$ cat src/rtl/uart_tx_pkg.sv
// Shared types and constants for the UART transmit output stage.
package uart_tx_pkg;

    // Transmit FSM states, one per portion of an 8N1 frame.
    typedef enum logic [1:0] {
        IDLE  = 2'd0,
        START = 2'd1,
        DATA  = 2'd2,
        STOP  = 2'd3
    } tx_state_e;

    localparam int   DATA_BITS  = 8;
    localparam int   STOP_BITS  = 1;
    localparam logic IDLE_LEVEL = 1'b1;

endpackage

$ cat src/rtl/uart_tx_stage_fifo.sv
// Small synchronous FIFO with count, full/empty and a sticky overflow flag.
module sync_fifo #(
    parameter int WIDTH = 8,
    parameter int DEPTH = 4
) (
    input  logic                     clk,
    input  logic                     rst,
    input  logic [WIDTH-1:0]         push_data,
    input  logic                     push_valid,
    input  logic                     pop,
    output logic [WIDTH-1:0]         pop_data,
    output logic [$clog2(DEPTH):0]   count,
    output logic                     full,
    output logic                     empty,
    output logic                     overflow
);

    localparam int PTR_W = $clog2(DEPTH);
    localparam int CNT_W = PTR_W + 1;

    logic [DEPTH-1:0][WIDTH-1:0] mem_q, mem_d;
    logic [PTR_W-1:0]            wr_ptr_q, wr_ptr_d;
    logic [PTR_W-1:0]            rd_ptr_q, rd_ptr_d;
    logic [CNT_W-1:0]            count_q, count_d;
    logic                        overflow_q, overflow_d;
    logic                        push_en, pop_en;

    assign full     = (count_q == CNT_W'(DEPTH));
    assign empty    = (count_q == '0);
    assign count    = count_q;
    assign overflow = overflow_q;
    assign pop_data = mem_q[rd_ptr_q];

    // A push into a full FIFO is dropped and latched as overflow instead.
    assign push_en = push_valid & ~full;
    assign pop_en  = pop & ~empty;

    // Next-state for storage, pointers (natural wrap) and occupancy.
    always_comb begin
        mem_d      = mem_q;
        wr_ptr_d   = wr_ptr_q;
        rd_ptr_d   = rd_ptr_q;
        count_d    = count_q;
        overflow_d = overflow_q | (push_valid & full);
        if (push_en) begin
            mem_d[wr_ptr_q] = push_data;
            wr_ptr_d        = wr_ptr_q + PTR_W'(1);
        end
        if (pop_en) begin
            rd_ptr_d = rd_ptr_q + PTR_W'(1);
        end
        case ({push_en, pop_en})
            2'b10:   count_d = count_q + CNT_W'(1);
            2'b01:   count_d = count_q - CNT_W'(1);
            default: count_d = count_q;
        endcase
    end

    // FIFO state registers; reset empties the FIFO and clears overflow.
    always_ff @(posedge clk) begin
        if (rst) begin
            mem_q      <= '0;
            wr_ptr_q   <= '0;
            rd_ptr_q   <= '0;
            count_q    <= '0;
            overflow_q <= 1'b0;
        end else begin
            mem_q      <= mem_d;
            wr_ptr_q   <= wr_ptr_d;
            rd_ptr_q   <= rd_ptr_d;
            count_q    <= count_d;
            overflow_q <= overflow_d;
        end
    end

endmodule

$ cat src/rtl/uart_tx_stage.sv
// UART 8N1 transmitter fed from a byte FIFO over a valid/ready handshake.
module uart_tx_stage
    import uart_tx_pkg::*;
#(
    parameter int CLKS_PER_BIT = 87,
    parameter int FIFO_DEPTH   = 4
) (
    input  logic       clk,
    input  logic       rst,
    input  logic [7:0] in_data,
    input  logic       in_valid,
    output logic       in_ready,
    output logic       tx,
    output logic       busy,
    output logic       frame_done,
    output logic       overflow
);

    localparam int BAUD_W = $clog2(CLKS_PER_BIT);
    localparam int BIT_W  = $clog2(DATA_BITS);
    localparam int CNT_W  = $clog2(FIFO_DEPTH) + 1;

    localparam logic [BAUD_W-1:0] BAUD_LAST = BAUD_W'(CLKS_PER_BIT - 1);
    // frame_done is registered, so it is raised one cycle before the
    // final stop-bit cycle to be visible during that cycle.
    localparam logic [BAUD_W-1:0] BAUD_PRE  = BAUD_W'(CLKS_PER_BIT - 2);
    localparam logic [BIT_W-1:0]  DATA_LAST = BIT_W'(DATA_BITS - 1);
    localparam logic [BIT_W-1:0]  STOP_LAST = BIT_W'(STOP_BITS - 1);

    tx_state_e          state_q, state_d;
    logic [BAUD_W-1:0]  baud_q, baud_d;
    logic [BIT_W-1:0]   bit_q, bit_d;
    logic [7:0]         shift_q, shift_d;
    logic               tx_q, tx_d;
    logic               done_q, done_d;

    logic [7:0]         fifo_head;
    logic [CNT_W-1:0]   fifo_count;
    logic               fifo_full, fifo_empty, fifo_pop;
    logic               bit_end;

    sync_fifo #(
        .WIDTH (8),
        .DEPTH (FIFO_DEPTH)
    ) u_fifo (
        .clk        (clk),
        .rst        (rst),
        .push_data  (in_data),
        .push_valid (in_valid),
        .pop        (fifo_pop),
        .pop_data   (fifo_head),
        .count      (fifo_count),
        .full       (fifo_full),
        .empty      (fifo_empty),
        .overflow   (overflow)
    );

    assign in_ready   = ~fifo_full;
    assign tx         = tx_q;
    assign frame_done = done_q;
    assign busy       = (state_q != IDLE) | (fifo_count != '0);
    assign bit_end    = (baud_q == BAUD_LAST);

    // Frame sequencing: next state, baud/bit counters, shifter and tx level.
    always_comb begin
        state_d  = state_q;
        baud_d   = baud_q;
        bit_d    = bit_q;
        shift_d  = shift_q;
        tx_d     = tx_q;
        done_d   = 1'b0;
        fifo_pop = 1'b0;
        case (state_q)
            IDLE: begin
                tx_d = IDLE_LEVEL;
                if (!fifo_empty) begin
                    fifo_pop = 1'b1;
                    shift_d  = fifo_head;
                    baud_d   = '0;
                    state_d  = START;
                    tx_d     = ~IDLE_LEVEL;
                end
            end
            START: begin
                if (bit_end) begin
                    baud_d  = '0;
                    bit_d   = '0;
                    state_d = DATA;
                    tx_d    = shift_q[0];
                end else begin
                    baud_d = baud_q + BAUD_W'(1);
                end
            end
            DATA: begin
                if (bit_end) begin
                    baud_d  = '0;
                    shift_d = shift_q >> 1;
                    if (bit_q == DATA_LAST) begin
                        bit_d   = '0;
                        state_d = STOP;
                        tx_d    = IDLE_LEVEL;
                    end else begin
                        bit_d = bit_q + BIT_W'(1);
                        tx_d  = shift_q[1];
                    end
                end else begin
                    baud_d = baud_q + BAUD_W'(1);
                end
            end
            STOP: begin
                done_d = (baud_q == BAUD_PRE) && (bit_q == STOP_LAST);
                if (bit_end) begin
                    baud_d = '0;
                    if (bit_q != STOP_LAST) begin
                        bit_d = bit_q + BIT_W'(1);
                    end else if (!fifo_empty) begin
                        // Back-to-back: straight into the next start bit.
                        fifo_pop = 1'b1;
                        shift_d  = fifo_head;
                        bit_d    = '0;
                        state_d  = START;
                        tx_d     = ~IDLE_LEVEL;
                    end else begin
                        bit_d   = '0;
                        state_d = IDLE;
                        tx_d    = IDLE_LEVEL;
                    end
                end else begin
                    baud_d = baud_q + BAUD_W'(1);
                end
            end
            default: begin
                state_d = IDLE;
                tx_d    = IDLE_LEVEL;
            end
        endcase
    end

    // FSM registers with registered tx and frame_done; reset aborts any frame.
    always_ff @(posedge clk) begin
        if (rst) begin
            state_q <= IDLE;
            baud_q  <= '0;
            bit_q   <= '0;
            shift_q <= '0;
            tx_q    <= IDLE_LEVEL;
            done_q  <= 1'b0;
        end else begin
            state_q <= state_d;
            baud_q  <= baud_d;
            bit_q   <= bit_d;
            shift_q <= shift_d;
            tx_q    <= tx_d;
            done_q  <= done_d;
        end
    end

endmodule

$ cat config.mk
export PLATFORM = sky130hd
export DESIGN_NAME = uart_tx_stage
export DESIGN_NICKNAME = d
export VERILOG_FILES = /design/src/rtl/uart_tx_pkg.sv /design/src/rtl/uart_tx_stage_fifo.sv /design/src/rtl/uart_tx_stage.sv
export SDC_FILE = /design/constraint.sdc
export NUM_CORES = 1
export LEC_CHECK = 0
export CAP_MARGIN = 20
export CELL_PAD_IN_SITES_DETAIL_PLACEMENT = 0
export CELL_PAD_IN_SITES_GLOBAL_PLACEMENT = 2
export CORE_ASPECT_RATIO = 0.7
export CORE_UTILIZATION = 43
export DETAILED_ROUTE_END_ITERATION = 8
export PLACE_DENSITY = 0.86
export SYNTH_ARGS = -nofsm -noshare
export SYNTH_HDL_FRONTEND = slang
export SYNTH_HIERARCHICAL = 1
export SYNTH_SLANG_ARGS = --single-unit
$ cat constraint.sdc
create_clock -name clk -period 5.6 [get_ports clk]
set_input_delay 1.12 -clock clk [delete_from_list [all_inputs] [get_ports clk]]
set_output_delay 1.12 -clock clk [all_outputs]
set_load 0.03 [all_outputs]
==> impl_metrics.tcl, run 1 <==
set metrics [dict create \
    synth_cell_types 55 \
    nFillCells 711 \
    cp-start-kind "flop" \
    cts_tree "yes" \
    final-setup-viol-count 0 \
    hp-class "reg -> reg" \
    ir_drop_v 0.0001974 \
    leakagePower_nw 1.433 \
    slew-limit-headroom_pct 52.88 \
    cts_made_buffers 9 \
    viasPerCell 5.334 \
    synth_top_family_by_area "simple AND/OR/NAND/NOR gates" \
    cts_resized 0 \
    core.rowCount 26 \
    synthAdderAreaFrac_pct 6.664 \
    area_growth_pct 10.94 \
    fin_hold_ws_ns 0.4729 \
    worstMarginPinSlew_ns 0.7068 \
    synth_xor_area_share_pct 1.325 \
    async_flop_share_pct 0 \
    clock_latency_ns 0.34 \
    comb_power_share_pct 36.4 \
    htreeDepth 3 \
    drv_slew 0 \
    synth_edf_count 0 \
    synth_area_sq_um 3304 \
    ys.flop_type "dfxtp_1" \
    fin_crit_ns 3.739 \
    crit_slowest_cell "clkdlybuf4s50_1" \
    drc 0 \
    slowest_delay_ns 0.60 \
    grt_pass1_wl_um 11090 \
    io_pins 16 \
    final_common_cell "dfxtp_1" \
    vias 2315 \
    drt_first_iter_violations 114 \
    avgSynthCellArea_sq_um 10.26 \
    hold_viol_final 0 \
    initial_utilization_pct 44.95 \
    ant_nets 0 \
    synth-compound-area-share_pct 13.03 \
    track_usage_pct 18.26 \
    cp.required_ns 4.48 \
    post_cts_buffers 0 \
    fmax_ghz 0.2675 \
    synth-seq-cells 62 \
    r2r_slack_ns 2.57 \
    cp_max_fo 14 \
    antenna_found_initial 0 \
    critical_path_class "reg -> out" \
    grt_max_degree 67 \
    run_status "finished clean" \
    cap_violations 0 \
    synthCells 322 \
    die_h_um 75.35 \
    cp_top_family "buffers and inverters" \
    cts_buffer_depth 2 \
    grt_pass1_vias 2256 \
    overflow 0 \
    port-buffer-count 15 \
    fin_setup_tns_ns 0 \
    p_switching_uw 547.2 \
    min_period_over_period_pct 66.77 \
    die_w_um 106.8 \
    postCtsHoldBufs 0 \
    synthSimpleGateAreaFrac_pct 18.48 \
    dr.pass1.iters 4 \
    antennaDiodeCount 0 \
    gp_congestion 0.7587 \
    end_kind "primary output" \
    ys_warn_count 6 \
    power.density_nw_per_um2 410.3 \
    wire_per_inst_um 15.00 \
    crit_top_cell "inv_1" \
    yosys-mux-area-fraction_pct 17.57 \
    cts_sinks 62 \
    synth_nets 350 \
    cp_cell_sequence "inv_1, ha_1, inv_1, or4_1, clkdlybuf4s50_1" \
    layout_common_cells "62 x dfxtp_1, 41 x nand2b_1, 40 x mux2i_1" \
    swShare_pct 36.38 \
    cp.arrival_ns 2.62 \
    ys_seq_area_share_pct 37.56 \
    cp_num_buf_inv 3 \
    clock_skew_ns 0.006557 \
    clockRootBuffer "clkbuf_8" \
    dp_hpwl_um 4454 \
    die_area_sq_um 8045 \
    cts.clk_slew.worst_paths_ns 0.07 \
    rsz0062_at_grt "no" \
    sequentialPowerShare_pct 38.0 \
    layout-drive-gt1-share_pct 12.50 \
    core_sq_um 7352 \
    p_int_uw 957.0 \
    wirelength_um 6509 \
    p_clk_share_pct 25.6 \
    layout.nets 360 \
]
power by group through the flow:
stage	sequential, mW	combinational, mW	clock (mW)
3_5_place_dp	0.581	0.546	0
2_1_floorplan	0.558	0.449	0
6_report	0.571	0.548	0.385
5_1_grt	0.583	0.613	0.416
3_3_place_gp	0.580	0.540	0
4_1_cts	0.572	0.548	0.397
registers in the layout, indices dropped and copies added (netlist names):
register	cells
u_fifo/mem_q	32
shift_q	8
baud_q	7
bit_q	3
u_fifo/count	3
state_q	2
u_fifo/rd_ptr_q	2
u_fifo/wr_ptr_q	2
frame_done	1
tx	1
u_fifo/overflow	1
layer usage:
layer | vias to the layer above | GRT usage [%] | share of wire (%)
li1 | 1172 | - | -
met1 | 1103 | 24.41 | 53
met2 | 32 | 28.53 | 43
met3 | 8 | 5.218 | 3.2
met4 | 0 | 6.849 | 1.3
met5 | - | 0 | 0
cells by family after synthesis:
family / Yosys count
multiplexers: 48
buffers and inverters: 36
AO/OA/AOI/OAI: 60
adder cells (fa/ha/maj): 17
XOR/XNOR: 5
flip-flops: 62
AND/OR/NAND/NOR: 94
metrics by stage:
step / total power, mW / setup WS, ns / std cells / instance area, sq um / utilization (%)
CTS: 1.517 / 1.841 / 434 / 3666 / 49.86
global route: 1.612 / 1.660 / 434 / 3666 / 49.86
global placement: 1.120 / 2.236 / 419 / 3477 / 47.29
detailed placement: 1.127 / 2.190 / 419 / 3477 / 47.29
floorplan: 1.007 / 2.892 / 322 / 3304 / -
finish: 1.504 / 1.861 / 434 / 3666 / 49.86
synth_stat cells (2+ instances only):
library cell / instances / share of area, %
dfxtp_1: 62 / 38
nand2_1: 8 / 0.91
nand2b_1: 41 / 7.8
nand3_1: 10 / 1.5
buf_6: 3 / 1.0
ha_1: 16 / 6.1
nor3_1: 3 / 0.45
nor2_1: 9 / 1.0
clkbuf_1: 7 / 0.80
o21ai_0: 11 / 1.7
a21oi_1: 20 / 3.0
a22o_1: 2 / 0.53
xnor2_1: 2 / 0.53
xor2_1: 3 / 0.80
inv_1: 18 / 2.0
nor3b_1: 2 / 0.45
nand3_4: 3 / 1.6
mux4_2: 8 / 5.5
or3_1: 5 / 0.95
a21o_1: 2 / 0.45
a21oi_2: 2 / 0.53
buf_2: 5 / 0.76
a311oi_1: 7 / 1.9
mux2i_1: 40 / 12
o2111ai_1: 2 / 0.53
a31oi_1: 2 / 0.38
cell type report:
class | count | area [sq um] | area share [%]
multi-input combinational | 224 | 1886 | 51.43
sequential | 62 | 1241 | 33.86
timing repair buffer | 17 | 160.2 | 4.369
clock buffer | 11 | 141.4 | 3.857
tap | 98 | 122.6 | 3.345
inverter | 18 | 67.56 | 1.843
clock inverter | 4 | 47.55 | 1.297
tightest hold or removal path: stages (launching register included):
cell	delay (ns)
dfxtp_1	0.31
nand2b_1	0.06
mux2i_1	0.05
worst paths after layout:
kind	startpoint	cells past startpoint	to
setup reg to reg	baud_q[2]$_SDFFE_PP0N_	12	u_fifo/count[2]$_SDFFE_PP0P_
hold / removal	u_fifo/mem_q[22]$_SDFFE_PP0P_	2	u_fifo/mem_q[22]$_SDFFE_PP0P_
setup / recovery	state_q[0]$_SDFFE_PP0P_	5	busy
hold reg to reg	u_fifo/mem_q[22]$_SDFFE_PP0P_	2	u_fifo/mem_q[22]$_SDFFE_PP0P_
No activity file was read; power rests on OpenSTA's default activity.
==> inputs of run 2 (changes only) <==
CORE_UTILIZATION = 39   (was 43)
PLACE_DENSITY = 0.79   (was 0.86)
clock period = 3.8 ns   (was 5.6 ns; I/O delays follow)
==> run 2 against run 1 <==
  * Clock skew shrank 0.0014 ns
  * First-iteration DRC count grew 46%
  * Total power grew 64%
  * Clock power grew 110%
  * Critical path type is now reg -> reg
  * The flow now finishes with violations (design-rule violations)
  * Wire length grew 5.0%
  * Via count shrank 1.8%
  * Highest routed layer unchanged
==> impl_metrics.tcl, run 2 (synthesized netlist as in run 1, its figures left out) <==
set metrics [dict create \
    wirelength_um 6835 \
    critical_path_class "reg -> reg" \
    core_sq_um 8040 \
    worstMarginPinSlew_ns 0.7042 \
    drv_slew 0 \
    layout-drive-gt1-share_pct 13.02 \
    largest_reg_flops 32 \
    cp-start-kind "flop" \
    fin_setup_tns_ns 0 \
    cp_max_fo 8 \
    cts_sinks 62 \
    reg_top3 "u_fifo/mem_q x32, shift_q x8, baud_q x7" \
    grt_max_degree 46 \
    overflow 0 \
    cts.clk_slew.worst_paths_ns 0.05 \
    run_status "finished, violations left" \
    crit_slowest_cell "nor4b_1" \
    viasPerCell 5.180 \
    grt_pass1_wl_um 11430 \
    postCtsHoldBufs 0 \
    startpoint "baud_q[2]$_SDFFE_PP0N_" \
    core.rowCount 27 \
    antennaDiodeCount 0 \
    dr.pass1.iters 6 \
    drt_first_iter_violations 166 \
    layout.nets 362 \
    cts_buffer_depth 2 \
    slew-limit-headroom_pct 53.05 \
    placedCellCount 424 \
    totalPowerFinal_mw 2.472 \
    die_h_um 79.02 \
    track_usage_pct 17.11 \
    port-buffer-count 15 \
    cap_violations 0 \
    cts_tree "yes" \
    fin_hold_ws_ns 0.4716 \
    area_growth_pct 14.58 \
    min_period_over_period_pct 80.64 \
    final_common_cell "dfxtp_1" \
    regMostFlops "u_fifo/mem_q" \
    min_from "u_fifo/overflow$_SDFF_PP0_" \
    cts_made_buffers 9 \
    stdcell_area_sq_um 3786 \
    fin_crit_ns 3.064 \
    post_cts_buffers 0 \
    finalWorstSetupSlack_ns 0.7356 \
    io_pins 16 \
    end_kind "flop" \
    placed_area_sq_um 3496 \
    hp-class "reg -> reg" \
    utilization_pct 47.09 \
    dp_hpwl_um 4727 \
    cp.required_ns 4.06 \
    layout_common_cells "62 x dfxtp_1, 41 x nand2b_1, 40 x mux2i_1" \
    violations "design-rule violations" \
    r2r_slack_ns 0.74 \
    ir_drop_v 0.0002702 \
    grt_pass1_vias 2237 \
    clock_latency_ns 0.33 \
    dp_slack_ns 0.8063 \
    drc 2 \
    power.density_nw_per_um2 652.9 \
    cp.arrival_ns 3.32 \
    slowest_delay_ns 0.44 \
    clock_skew_ns 0.005130 \
    reg2reg_from "baud_q[2]$_SDFFE_PP0N_" \
    clockRootBuffer "clkbuf_16" \
    ant_nets 0 \
    hold_viol_final 0 \
    vias 2274 \
    leakagePower_nw 1.489 \
    die_area_sq_um 8851 \
    fmax_ghz 0.3263 \
    stdcell_count 439 \
    antenna_found_initial 0 \
    gp_congestion 0.7575 \
    htreeDepth 3 \
    cp_cell_sequence "nand2_1, nor4b_1, a41oi_1, nor3_1, o31ai_1, inv_1, ha_1, inv_1, fa_1, xor2_1, or3_2, a21oi_1" \
    cts_resized 0 \
    initial_utilization_pct 41.10 \
    crit_top_cell "inv_1" \
    final-setup-viol-count 0 \
    wire_per_inst_um 15.57 \
    die_w_um 112.0 \
    rsz0062_at_grt "no" \
]
## run 2: cell count changes in the layout (fill, tap and decap cells not counted), sizes merged
cell and delta:
buf +2
## run 2: critical path, delay by kind of cell (launching register included)
kind                     cells  cell delay [ns]
buffers and inverters        2             0.14
XOR/XNOR                     1             0.15
flip-flops                   1             0.39
adder cells (fa/ha/maj)      2             0.55
AND/OR/NAND/NOR              4             1.30
AO/OA/AOI/OAI                3             0.47
## run 2: path summary, 6_finish.rpt
path / end / cells past startpoint
worst max-delay path: u_fifo/count[2]$_SDFFE_PP0P_ / 12
worst min-delay path: u_fifo/overflow$_SDFF_PP0_ / 2
worst max register to register: u_fifo/count[2]$_SDFFE_PP0P_ / 12
worst min register to register: u_fifo/overflow$_SDFF_PP0_ / 2
## run 2: per-layer routing
metal / track usage, % / vias up / wire [um]
li1: - / 1183 / -
met1: 24.06 / 1053 / 3876
met2: 24.60 / 28 / 2611
met3: 5.038 / 10 / 241
met4: 6.400 / 0 / 106
met5: 0 / - / 0
## run 2: area by class of cell
class / count / area (sq um)
Fill cell: 756 / 4254
Multi-Input combinational cell: 224 / 1886
Sequential cell: 62 / 1241
Clock buffer: 11 / 242.7
Timing Repair Buffer: 19 / 175.2
Tap cell: 101 / 126.4
Inverter: 18 / 67.56
Clock inverter: 4 / 47.55
## run 2: power breakdown
part	internal [mW]	total, mW	switching [mW]
logic	0.353	0.827	0.474
clock network	0.519	0.804	0.285
registers	0.749	0.841	0.0920
total	1.62	2.47	0.851
==> inputs of run 3 (changes only) <==
clock period = 2.89 ns   (was 3.8 ns; I/O delays follow)
==> run 3 against run 2 <==
  * Largest power group is now combinational cells
  * Utilization rose by 1.8 points
  * Combinational power rose by 41%
  * Critical path type unchanged
  * Global-route usage rose by 0.055 points
  * Largest cell class unchanged
  * Die area did not move
  * The flow still finishes with violations (design-rule violations)
  * Clock skew rose by 0.0045 ns
  * Maximum frequency rose by 13%
==> impl_metrics.tcl, run 3 (synthesized netlist as in run 1, its figures left out) <==
set metrics [dict create \
    critical_path_class "reg -> reg" \
    cts.clk_slew.worst_paths_ns 0.05 \
    cap_violations 0 \
    ant_nets 0 \
    layout_common_cells "61 x dfxtp_1, 41 x nand2b_1, 40 x mux2i_1" \
    leakagePower_nw 1.565 \
    die_area_sq_um 8851 \
    die_w_um 112.0 \
    grt_max_degree 35 \
    drc 2 \
    hp-class "reg -> reg" \
    core.rowCount 27 \
    slew-limit-headroom_pct 58.73 \
    track_usage_pct 17.17 \
    viasPerCell 5.209 \
    min_period_over_period_pct 94.16 \
    fin_crit_ns 2.721 \
    largest_reg_flops 32 \
    nFillCells 758 \
    worstMarginPinSlew_ns 0.6190 \
    wire_per_inst_um 14.91 \
    die_h_um 79.02 \
    violations "design-rule violations" \
    run_status "finished, violations left" \
    antennaDiodeCount 0 \
    hold_viol_final 0 \
    fin_hold_ws_ns 0.4665 \
    dp_hpwl_um 4836 \
    ir_drop_v 0.0003875 \
    power.density_nw_per_um2 830.5 \
    seq_area_sq_um 1242 \
    area_growth_pct 19.05 \
    cts_tree "yes" \
    utilization_pct 48.93 \
    io_pins 16 \
    grt_pass1_vias 2280 \
    vias 2370 \
    postCtsHoldBufs 0 \
    clockRootBuffer "clkbuf_16" \
    dr.pass1.iters 6 \
    cp.required_ns 3.16 \
    cts_made_buffers 9 \
    gp_congestion 0.7807 \
    drv_slew 0 \
    core_sq_um 8040 \
    cp-start-kind "flop" \
    reg_top3 "u_fifo/mem_q x32, shift_q x8, baud_q x7" \
    drt_first_iter_violations 133 \
    cts_buffer_depth 2 \
    final_common_cell "dfxtp_1" \
    cp.arrival_ns 2.99 \
    antenna_found_initial 0 \
    regMostFlops "u_fifo/mem_q" \
    grt_pass1_wl_um 11620 \
    layout-drive-gt1-share_pct 19.49 \
    wirelength_um 6784 \
    multi_input_area_sq_um 1932 \
    port-buffer-count 15 \
    overflow 0 \
    clock_latency_ns 0.33 \
    end_kind "flop" \
    cts_sinks 62 \
    fmax_ghz 0.3675 \
    final-setup-viol-count 0 \
    initial_utilization_pct 41.10 \
    htreeDepth 3 \
    clock_skew_ns 0.009624 \
    layout.nets 377 \
    cp_max_fo 2 \
]
==> run 3: layer usage <==
metal / GRT usage [%] / wire, um
met1: 24.18 / 3621
met3: 5.573 / 291
met5: 0 / 0
met4: 6.400 / 125
met2: 24.16 / 2746
==> run 3: final timing paths <==
path                            slack, ns                     startpoint                             to  depth (start not counted)
worst max-delay path                 0.17         baud_q[2]$_SDFFE_PP0N_   u_fifo/count[2]$_SDFFE_PP0P_                         13
worst min-delay path                 0.47  u_fifo/mem_q[19]$_SDFFE_PP0P_  u_fifo/mem_q[19]$_SDFFE_PP0P_                          2
worst max register to register       0.17         baud_q[2]$_SDFFE_PP0N_   u_fifo/count[2]$_SDFFE_PP0P_                         13
worst min register to register       0.47  u_fifo/mem_q[19]$_SDFFE_PP0P_  u_fifo/mem_q[19]$_SDFFE_PP0P_                          2
==> run 3: metrics by stage <==
stage                     std cells  setup TNS, ns  cell area, sq um  power [mW]  setup slack, ns
after floorplan                 322              0              3304       1.952           0.2153
after global placement          437              0              3593       2.257          0.09884
after detailed placement        437              0              3593       2.257          0.04006
after CTS                       453              0              3871       3.257         0.004214
after global routing            455     -0.0006399              3934       3.501       -0.0006399
final                           455              0              3934       3.267           0.1686
==> run 3: cell type report <==
| cell class | count | share of cell area (%) |
|---|---|---|
| Multi-Input combinational cell | 224 | 49.11 |
| Sequential cell | 62 | 31.58 |
| Timing Repair Buffer | 34 | 7.284 |
| Clock buffer | 13 | 6.616 |
| Tap cell | 101 | 3.212 |
| Inverter | 18 | 1.718 |
| Clock inverter | 3 | 0.4771 |
==> run 3: power by group <==
part / internal (mW) / leakage, nW / switching [mW] / total, mW
combinational: 0.527 / 0.921 / 0.643 / 1.17
clock: 0.625 / 0.140 / 0.365 / 0.990
sequential: 0.984 / 0.505 / 0.122 / 1.11
total: 2.14 / 1.57 / 1.13 / 3.27
==> run 3: what timing repair did <==
item                                    in CTS  in global routing
hold endpoints to repair                     0                  0
pin swaps                                    0                  2
cloned                                       0                  0
gates resized for setup                      1                 11
endpoints found under the setup margin       1                  1
setup buffers                                0                  2
==> run 3: worst max-delay path, stage by stage (launching register included) <==
cell and delay (ns):
dfxtp_1 0.34, nand2_2 0.08, nor4b_4 0.26, buf_4 0.15
a41oi_2 0.13, nor3_2 0.26, o31ai_2 0.11, inv_1 0.07
ha_2 0.17, inv_1 0.05, fa_2 0.33, xor2_1 0.15
or3_2 0.42, a21oi_2 0.13
